### src/rtl/interp_pkg.sv
// Shared constants, enums and the column-mapping helper for the
// interpolator feeder.
package interp_pkg;

    localparam int DEF_WIDTH  = 16;
    localparam int DEF_HEIGHT = 16;
    localparam int LEAD_PAD   = 7;
    localparam int TAIL_PAD   = 6;
    localparam int CAP_OFFSET = 13;

    typedef enum logic {
        ROW = 1'b0,
        COL = 1'b1
    } scan_mode_e;

    typedef enum logic [1:0] {
        IDLE = 2'd0,
        RUN  = 2'd1,
        DONE = 2'd2
    } feeder_state_e;

    // Map a beat index within a line to its source column. The first and
    // last pixels are replicated to build the lead and tail padding.
    function automatic logic [7:0] src_col(input logic [7:0] k, input int width);
        if (int'(k) < LEAD_PAD) begin
            return 8'd0;
        end else if (int'(k) < width + LEAD_PAD) begin
            return 8'(int'(k) - LEAD_PAD);
        end else begin
            return 8'(width - 1);
        end
    endfunction

endpackage

### src/rtl/frame_store.sv
// Pixel frame store: register array with a synchronous write port and a
// combinational read port.
module frame_store
    import interp_pkg::*;
#(
    parameter int DEPTH = DEF_WIDTH * DEF_HEIGHT
) (
    input  logic       clock,
    input  logic       we,
    input  logic [7:0] waddr,
    input  logic [7:0] wdata,
    input  logic [7:0] raddr,
    output logic [7:0] rdata
);

    logic [7:0] mem_q [DEPTH];

    // Write one pixel per cycle when enabled.
    // NOTE: the pixel array has no reset; its contents are only meaningful
    // after the host loads it, and a reset tree over every entry buys nothing.
    always_ff @(posedge clock) begin
        if (we) begin
            mem_q[waddr] <= wdata;
        end
    end

    assign rdata = mem_q[raddr];

endmodule

### src/rtl/interp_feeder.sv
// Scans the frame store row- or column-wise and streams each line with
// edge-replicated padding to a downstream interpolator, flagging the beats
// whose subpixel outputs should be captured and where they belong.
module interp_feeder
    import interp_pkg::*;
#(
    parameter int WIDTH  = DEF_WIDTH,
    parameter int HEIGHT = DEF_HEIGHT
) (
    input  logic       clock,
    input  logic       reset_n,
    input  logic       wr_en,
    input  logic [7:0] wr_addr,
    input  logic [7:0] wr_data,
    input  logic       start,
    input  logic       mode,
    input  logic       ready,
    output logic [7:0] data_out,
    output logic       valid,
    output logic       cap_valid,
    output logic [7:0] cap_pos,
    output logic       busy,
    output logic       done
);

    localparam int         LINE_BEATS = WIDTH + LEAD_PAD + TAIL_PAD;
    localparam logic [7:0] LAST_BEAT  = 8'(LINE_BEATS - 1);
    localparam logic [7:0] LAST_LINE  = 8'(HEIGHT - 1);

    feeder_state_e state_q, state_d;
    scan_mode_e    mode_q, mode_d;
    logic [7:0]    i_q, i_d;
    logic [7:0]    k_q, k_d;

    logic [7:0] col;
    logic [7:0] pix_addr;
    logic [7:0] cap_idx;
    logic [7:0] rd_data;
    logic       store_we;

    frame_store #(
        .DEPTH(WIDTH * HEIGHT)
    ) u_frame_store (
        .clock (clock),
        .we    (store_we),
        .waddr (wr_addr),
        .wdata (wr_data),
        .raddr (pix_addr),
        .rdata (rd_data)
    );

    // Read address of the current beat, derived from the line and beat counters.
    always_comb begin
        col      = src_col(k_q, WIDTH);
        pix_addr = (mode_q == ROW) ? 8'(int'(i_q) * WIDTH + int'(col))
                                   : 8'(int'(col) * WIDTH + int'(i_q));
    end

    // Next-state logic, counter advance on accepted beats, and status outputs.
    always_comb begin
        // NOTE: every signal driven here gets a default first, so no path
        // through the case leaves one unassigned and no latch is inferred.
        state_d  = state_q;
        mode_d   = mode_q;
        i_d      = i_q;
        k_d      = k_q;
        valid    = 1'b0;
        busy     = 1'b0;
        done     = 1'b0;
        store_we = 1'b0;

        case (state_q)
            IDLE: begin
                store_we = wr_en;
                if (start) begin
                    mode_d  = scan_mode_e'(mode);
                    i_d     = 8'd0;
                    k_d     = 8'd0;
                    state_d = RUN;
                end
            end
            RUN: begin
                valid = 1'b1;
                busy  = 1'b1;
                if (ready) begin
                    if (k_q == LAST_BEAT) begin
                        k_d = 8'd0;
                        i_d = i_q + 8'd1;
                        if (i_q == LAST_LINE) begin
                            state_d = DONE;
                        end
                    end else begin
                        k_d = k_q + 8'd1;
                    end
                end
            end
            DONE: begin
                busy    = 1'b1;
                done    = 1'b1;
                state_d = IDLE;
            end
            default: begin
                state_d = IDLE;
            end
        endcase
    end

    // Beat payload and capture tagging, all gated by valid.
    always_comb begin
        cap_idx   = k_q - 8'(CAP_OFFSET);
        data_out  = valid ? rd_data : 8'd0;
        cap_valid = valid && (int'(k_q) >= CAP_OFFSET);
        if (!cap_valid) begin
            cap_pos = 8'd0;
        end else if (mode_q == ROW) begin
            cap_pos = 8'(int'(i_q) * WIDTH + int'(cap_idx));
        end else begin
            cap_pos = 8'(int'(cap_idx) * WIDTH + int'(i_q));
        end
    end

    // State and counter registers with synchronous active-low reset.
    // NOTE: registers are updated with non-blocking assignments so every
    // flop samples the pre-edge value of every other flop.
    always_ff @(posedge clock) begin
        if (!reset_n) begin
            state_q <= IDLE;
            mode_q  <= ROW;
            i_q     <= 8'd0;
            k_q     <= 8'd0;
        end else begin
            state_q <= state_d;
            mode_q  <= mode_d;
            i_q     <= i_d;
            k_q     <= k_d;
        end
    end

endmodule

### config.mk
export PLATFORM = sky130hd
export DESIGN_NAME = interp_feeder
export DESIGN_NICKNAME = d
export VERILOG_FILES = /design/src/rtl/interp_pkg.sv /design/src/rtl/frame_store.sv /design/src/rtl/interp_feeder.sv
export SDC_FILE = /design/constraint.sdc
export NUM_CORES = 2
export LEC_CHECK = 0
export CAP_MARGIN = 20
export CORE_MARGIN = 2
export CORE_UTILIZATION = 63
export DETAILED_ROUTE_END_ITERATION = 6
export GPL_ROUTABILITY_DRIVEN = 0
export HOLD_SLACK_MARGIN = 0.1
export PLACE_DENSITY = 0.76
export SLEW_MARGIN = 0
export SYNTH_ARGS = -nofsm -noshare
export SYNTH_HDL_FRONTEND = slang
export SYNTH_HIERARCHICAL = 1
export SYNTH_SLANG_ARGS = --single-unit
### constraint.sdc
create_clock -name clock -period 6.6 [get_ports clock]
set_input_delay 1.32 -clock clock [delete_from_list [all_inputs] [get_ports clock]]
set_output_delay 1.32 -clock clock [all_outputs]
set_load 0.005 [all_outputs]
## Word-level counts from Yosys, hierarchy flattened

Memories as Yosys holds them, arrays and structs flattened.
Index checks and enable logic that the tools add are counted.

- Register bits after elaboration: 19
- Input port bits: 22
- Memories kept: 1
- Output and inout bits: 20
- Bits in writable memories: 2048

Memories:

| memory | words | width | rd ports | clocked after memory_dff | write ports | RTL line | text |
|---|---|---|---|---|---|---|---|
| u_frame_store.mem_q | 256 | 8 | 1 | 0 | 1 | frame_store.sv:16 | `logic [7:0] mem_q [DEPTH];` |

- Add/sub/neg operators: 8
- Equality and inequality tests: 8
- Reduce and logical (&&, ||, !) cells: 8
- Order comparisons: 3
- Multiplexer cells: 24

Operators by type and width:

| operator | count |
|---|---|
| 8-bit 2-to-1 mux | 11 |
| 8-bit adder | 4 |
| 8-bit one-hot mux with 2 select lines | 2 |
| 8-bit by 1-bit adder with 8-bit output, second input constant | 2 |
| 8-bit by 4-bit equality test with 1-bit output, second input constant | 1 |
| 8-bit by 5-bit equality test with 1-bit output, second input constant | 1 |
| 8-bit by 4-bit greater-or-equal comparator with 1-bit output, second input constant | 1 |
| 8-bit by 3-bit less-than comparator with 1-bit output, second input constant | 1 |
| 8-bit by 5-bit less-than comparator with 1-bit output, second input constant | 1 |
| 2-bit 2-to-1 mux | 4 |
| 2-bit inequality test, second input constant | 4 |
| 4-bit AND reduction | 2 |
| 8-bit by 3-bit subtractor with 8-bit output, second input constant | 1 |
| 8-bit by 4-bit subtractor with 8-bit output, second input constant | 1 |
| 1-bit 2-to-1 mux | 6 |
| 2-bit one-hot mux with 2 select lines | 1 |
| 3-bit AND reduction | 1 |
| 2-bit by 1-bit equality test with 1-bit output, second input constant | 1 |
| 2-bit equality test, second input constant | 1 |
| 2-bit zero test | 1 |
| 2-bit AND reduction | 1 |
| 2-bit nonzero test | 1 |
| 2-bit OR reduction | 1 |
| 1-bit logical AND | 1 |

## Depth between registers and ports, before layout

An unclocked memory read counts as a cell.

- Depth in word-level cells: 7
- Depth in mapped cells: 21

## By module

The synthesis kept the hierarchy.

By module, submodules not included:

| module | area an instance (um2) | times used | cells an instance | sequential area each (um2) |
|---|---|---|---|---|
| frame_store | 79396.1 | 1 | 3725 | 61499.0 |
| interp_feeder | 1951.9 | 1 | 239 | 380.4 |

## Worst setup path after synthesis

OpenSTA, ideal clock, no wires.

- Path kind: register -> output
- Start point: register k_q[0]
- End point: output port data_out[7]
- Slack: 1.233 ns
- Arrival: 4.047 ns
- Required time: 5.280 ns
- Path buffers: 3
- Stages on the path, launching flop included: 22
- Cells stage by stage: dfxtp_1 buf_2 inv_1 ha_1 maj3_1 nor2_1 inv_1 ha_1 a21o_1 a21oi_1 xnor2_1 xnor2_1 mux2i_1 buf_4 nor3b_1 clkbuf_1 o221ai_1 nand2_1 a21oi_1 nor4_1 nor4_1 and2_1

- Word-level cells in the longest chain between the ends: 7

RTL lines:

| item | RTL line | text |
|---|---|---|
| start: declaration | interp_feeder.sv:33 | `logic [7:0] k_q, k_d;` |
| start signal: assignment | interp_feeder.sv:135 | `k_q <= k_d;` |
| 8-bit by 3-bit subtractor with 8-bit output / 8-bit by 5-bit less-than comparator with 1-bit output (equally long branches) | interp_pkg.sv:28, interp_pkg.sv:27 |  |
| 8-bit 2-to-1 mux | interp_pkg.sv:27 | `end else if (int'(k) < width + LEAD_PAD) begin` |
| 8-bit 2-to-1 mux * | interp_pkg.sv:25 | `if (int'(k) < LEAD_PAD) begin` |
| 8-bit adder (on tied branches) | interp_feeder.sv:55, interp_feeder.sv:56 |  |
| 8-bit 2-to-1 mux * | interp_feeder.sv:55 | `pix_addr = (mode_q == ROW) ? 8'(int'(i_q) * WIDTH + int'(col))` |
| named net pix_addr[7] | interp_feeder.sv:36 | `logic [7:0] pix_addr;` |
| memory 256 x 8 bit * | - |  |
| named net rd_data[7] | interp_feeder.sv:38 | `logic [7:0] rd_data;` |
| 8-bit 2-to-1 mux * | interp_feeder.sv:111 | `data_out = valid ? rd_data : 8'd0;` |
| end: declaration | interp_feeder.sv:18 | `output logic [7:0] data_out,` |

The timed path passes the listed nets; every way through them passes the cells marked *.

## Worst setup path in the final report

- Start point: register k_q[1]
- End point: output port data_out[3]

The elaborated chain is that of the path after synthesis.

==> impl_results.md <==
- Detailed Route WL: slightly above 200,000 µm
- Pwr/cell area: approximately 300 mW/mm²
- Switching share of power: 22.4%
- Share of cells above drive strength 1: around a quarter
- Initial antenna violation count: 4
- Initial DRC Count: ~6,500
- Finished Cell Area: 0.0913 mm²
- Chip width: between 300 and 400 µm
- Reg-to-reg startpoint: state_q[1]
- Row count: approximately 130
- Post-synthesis sequential element count: 2,067
- Largest net degree at the start of global routing: around 210
- Comb pwr share: approximately 8.5%
- Final hold violations: 0
- Clock sink count: between 2,000 and 2,500
- Clock insertion delay at the later pin of the skew report: approximately 0.83 ns
- Average wire per standard cell: about 34 µm
- Antenna-violating nets left: 0
- Synth async-reset ratio: 0%
- Leakage power total: roughly 28 nW
- Yosys warning count: 6
- Post-layout min period: approximately 6.7 ns
- Clk pwr share: slightly below 40%
- Critical R2R Capture: u_frame_store/mem_q[32][2]
- DP HPWL: 118,000 µm
- Fillcell total: 7,211
- CTS Hold Buffers Added: 0
- CP Data Arrival Time: approximately 5.3 ns
- Reg clk slew, reported paths: around 0.060 ns
- Switch Pwr: around 0.0062 W
- Hold Path Stages: 2
- Bufs on Longest Clock Path: 3
- Synth Instances: 3,964
- R2R Setup Slk: approximately 2.5 ns
- Footprint of the multi-input gates: approximately 0.019 mm²
- Vias per inst: between 7 and 8
- Library cells used by synthesis: slightly below 80
- Vias in the first global route: between 40,000 and 50,000
- Final Max Tran Viols: 0
- Buffers on Ports: 41
- Min-Delay Path Class: reg -> reg
- Total negative setup slack: -0.0559 ns
- Seq/Total Area, Yosys: 76.1%
- Max-cap viol count: 0
- Sequential power share: 52.5%
- Die height: around 360 µm
- First-pass DRT Iterations: 7
- First-pass GRT wire length: roughly 290,000 µm
- Min setup slack post-route: -0.0559 ns
- Worst reg2reg path depth: 6
- Setup crit start kind: flip-flop
- VDD IR max: roughly 0.35 mV
- Dpl cell area: between 0.08 and 0.09 mm²
- Via Count: 42,500
- FMAX: around 150 MHz
- Failing checks: DRC, setup timing
- Root Buffer: clkbuf_16
- Final setup fails: 1
- Average size of a mapped cell: around 21 µm²
- DRC: 25
- CP Class: reg -> out
- Die Area: approximately 0.13 mm²
- Crit end category: output port
- Fin nets: roughly 4,200
- Boundary pin count: 42
- Area growth syn-to-layout: 12.2%
- CTS tree: yes
- Netlist Area Pre-Place: approximately 0.08 mm²
- Worst-Margin Slew: 1.13 ns
- Worst Skew: between 0.03 and 0.04 ns
- Starting density of the core: between 60 and 70%
- Post-synth EDFFs: 2,048
- Worst EP required: approximately 5.3 ns
- CTS Buf Count: between 150 and 200
- Core area: about 0.13 mm²
- Hold Path Sink: state_q[1]
- Hold path start: state_q[1]
- Ys flop type: edfxtp_1
- P_int: between 0.02 and 0.025 W
- Tcrit/Tclk final: 101%
- Slew Limit Headroom: between 20% and 30%
- Unrepaired setup endpoints after global routing: yes
- H-tree depth: 4
- Gr ovfl total: 0
- Crit-path max FO: 6
- Gr usage total: a little under a third
- FF+latch area: 0.0619 mm²
- Outcome: finished, violations left
-- worst max-delay path by stage --
| stage | start | to | depth (start not counted) |
|---|---|---|---|
| final | k_q[1] | data_out[3] | 23 |
| after detailed placement | k_q[1] | data_out[1] | 15 |
| after floorplan | k_q[0] | data_out[7] | 21 |
| after global placement | k_q[1] | data_out[1] | 15 |
| after CTS | k_q[1] | data_out[4] | 23 |
| after global routing | k_q[1] | data_out[3] | 23 |
-- per-layer routing --
layer  share of wire, %  global-route usage, %  up-vias  routed length [µm]
met5                  0                      0        -                   0
met4                4.3                   12.3        0                8740
met3                 12                   6.73      505               24500
met2                 48                   48.8     3121               98200
met1                 35                   44.2    22000               72400
li1                   -                      -    16900                   -
-- area by class of cell --
class / count / share of cell area (%)
multi-input cells: 1633 / 20.3
flip-flops and latches: 2067 / 67.8
diodes: 4 / 0.0110
clock inverters: 117 / 1.12
well taps: 1662 / 2.28
clock buffers: 243 / 5.57
inverters: 21 / 0.0877
repair buffers: 249 / 2.86
-- sequential cells by signal (all words and copies together), names as in the netlist --
| signal | cells |
|---|---|
| state_q | 2 |
| i_q | 8 |
| mode_q | 1 |
| k_q | 8 |
| u_frame_store/mem_q | 2048 |
-- cells by family after synthesis --
logic type                 count (synthesis)  share of synthesized area [%]
DFF                                     2067                           76.1
muxes                                    601                           14.4
and+or+nand+nor                          548                           3.11
AOI/OAI and AO/OA                        431                           3.72
buffers and inverters                    265                           1.94
adders and majority gates                 26                          0.434
xor gates and xnor gates                  25                          0.303
other                                      1                        0.00461
-- cell usage in the layout (no fill, tap or decap), types with 12 or more instances in the layout --
| cell type | synthesis | routed |
|---|---|---|
| buf_12 | 8 | 31 |
| o221ai_1 | 46 | 38 |
| nand3_1 | 40 | 40 |
| inv_1 | 19 | 17 |
| ha_1 | 21 | 19 |
| a22oi_1 | 133 | 129 |
| nand4_1 | 17 | 17 |
| buf_4 | 27 | 155 |
| clkbuf_16 | 0 | 198 |
| dfxtp_1 | 19 | 17 |
| edfxtp_1 | 2048 | 2048 |
| mux2i_1 | 140 | 137 |
| nor3_1 | 24 | 13 |
| clkinv_2 | 0 | 41 |
| mux4_2 | 454 | 454 |
| clkdlybuf4s50_1 | 0 | 25 |
| a211oi_1 | 20 | 20 |
| bufinv_16 | 0 | 12 |
| buf_6 | 22 | 12 |
| a21oi_1 | 115 | 104 |
| nor4_2 | 3 | 14 |
| nor2b_1 | 33 | 28 |
| nand2_1 | 47 | 45 |
| xnor2_1 | 12 | 12 |
| o22ai_1 | 28 | 25 |
| clkbuf_1 | 118 | 47 |
| nor2_1 | 309 | 303 |
| o21ai_0 | 17 | 16 |
| clkinv_1 | 2 | 48 |
-- cells in the mapped netlist, types with 20 or more instances --
library cell,number,area (µm²)
clkbuf_1,118,443
a211oi_1,20,150
o221ai_1,46,403
buf_4,27,203
nor2_1,309,1160
nor3_1,24,120
nand2_1,47,176
nor2b_1,33,206
o22ai_1,28,175
nand3_1,40,200
edfxtp_1,2048,61500
a22oi_1,133,998
nor4_1,26,163
buf_6,22,248
buf_2,33,165
mux4_2,454,10200
ha_1,21,263
mux2i_1,140,1400
a21oi_1,115,576
buf_1,23,86.3
-- critical path, cell delays in order (launching register included) --
cell	delay (ns)
dfxtp_4	0.35
ha_2	0.17
a21o_1	0.19
maj3_2	0.30
nor2_2	0.10
inv_1	0.05
ha_1	0.26
a21o_1	0.19
a21oi_2	0.14
xnor2_1	0.09
xnor2_1	0.29
mux2i_4	0.16
buf_6	0.17
buf_6	0.12
nor3b_4	0.21
buf_4	0.16
buf_6	0.12
o221ai_1	0.19
o22ai_1	0.31
o32ai_1	0.16
nor3_2	0.26
nor4_2	0.07
and2_4	0.17
dlygate4sd2_1	0.27
-- power groups by stage --
stage | clock, W | combinational, W | sequential, W
floorplan | 0 | 0.00134 | 0.0147
global placement | 0 | 0.00213 | 0.0147
detailed placement | 0 | 0.00215 | 0.0147
CTS | 0.0109 | 0.00226 | 0.0145
global route | 0.0113 | 0.00244 | 0.0145
finish | 0.0108 | 0.00235 | 0.0145
-- through the flow --
step                      util, %  worst slack (ns)  hold WS, ns  total power [W]  std cells
after floorplan                 -              1.23        0.489           0.0161       3965
after global placement       65.8            0.0410        0.527           0.0169       5595
after detailed placement     65.8           -0.0316        0.538           0.0169       5595
after CTS                    71.1            0.0137        0.549           0.0276       5978
after global routing         71.4            -0.215        0.613           0.0282       5992
final                        71.4           -0.0559        0.553           0.0276       5996
-- timing repair --
item	4_1_cts	5_1_grt
pin swaps	36	45
setup buffers	20	11
gates resized for setup	109	56
gates cloned	4	2
setup endpoints to repair	8	8
(Power assumes the default switching activity.)
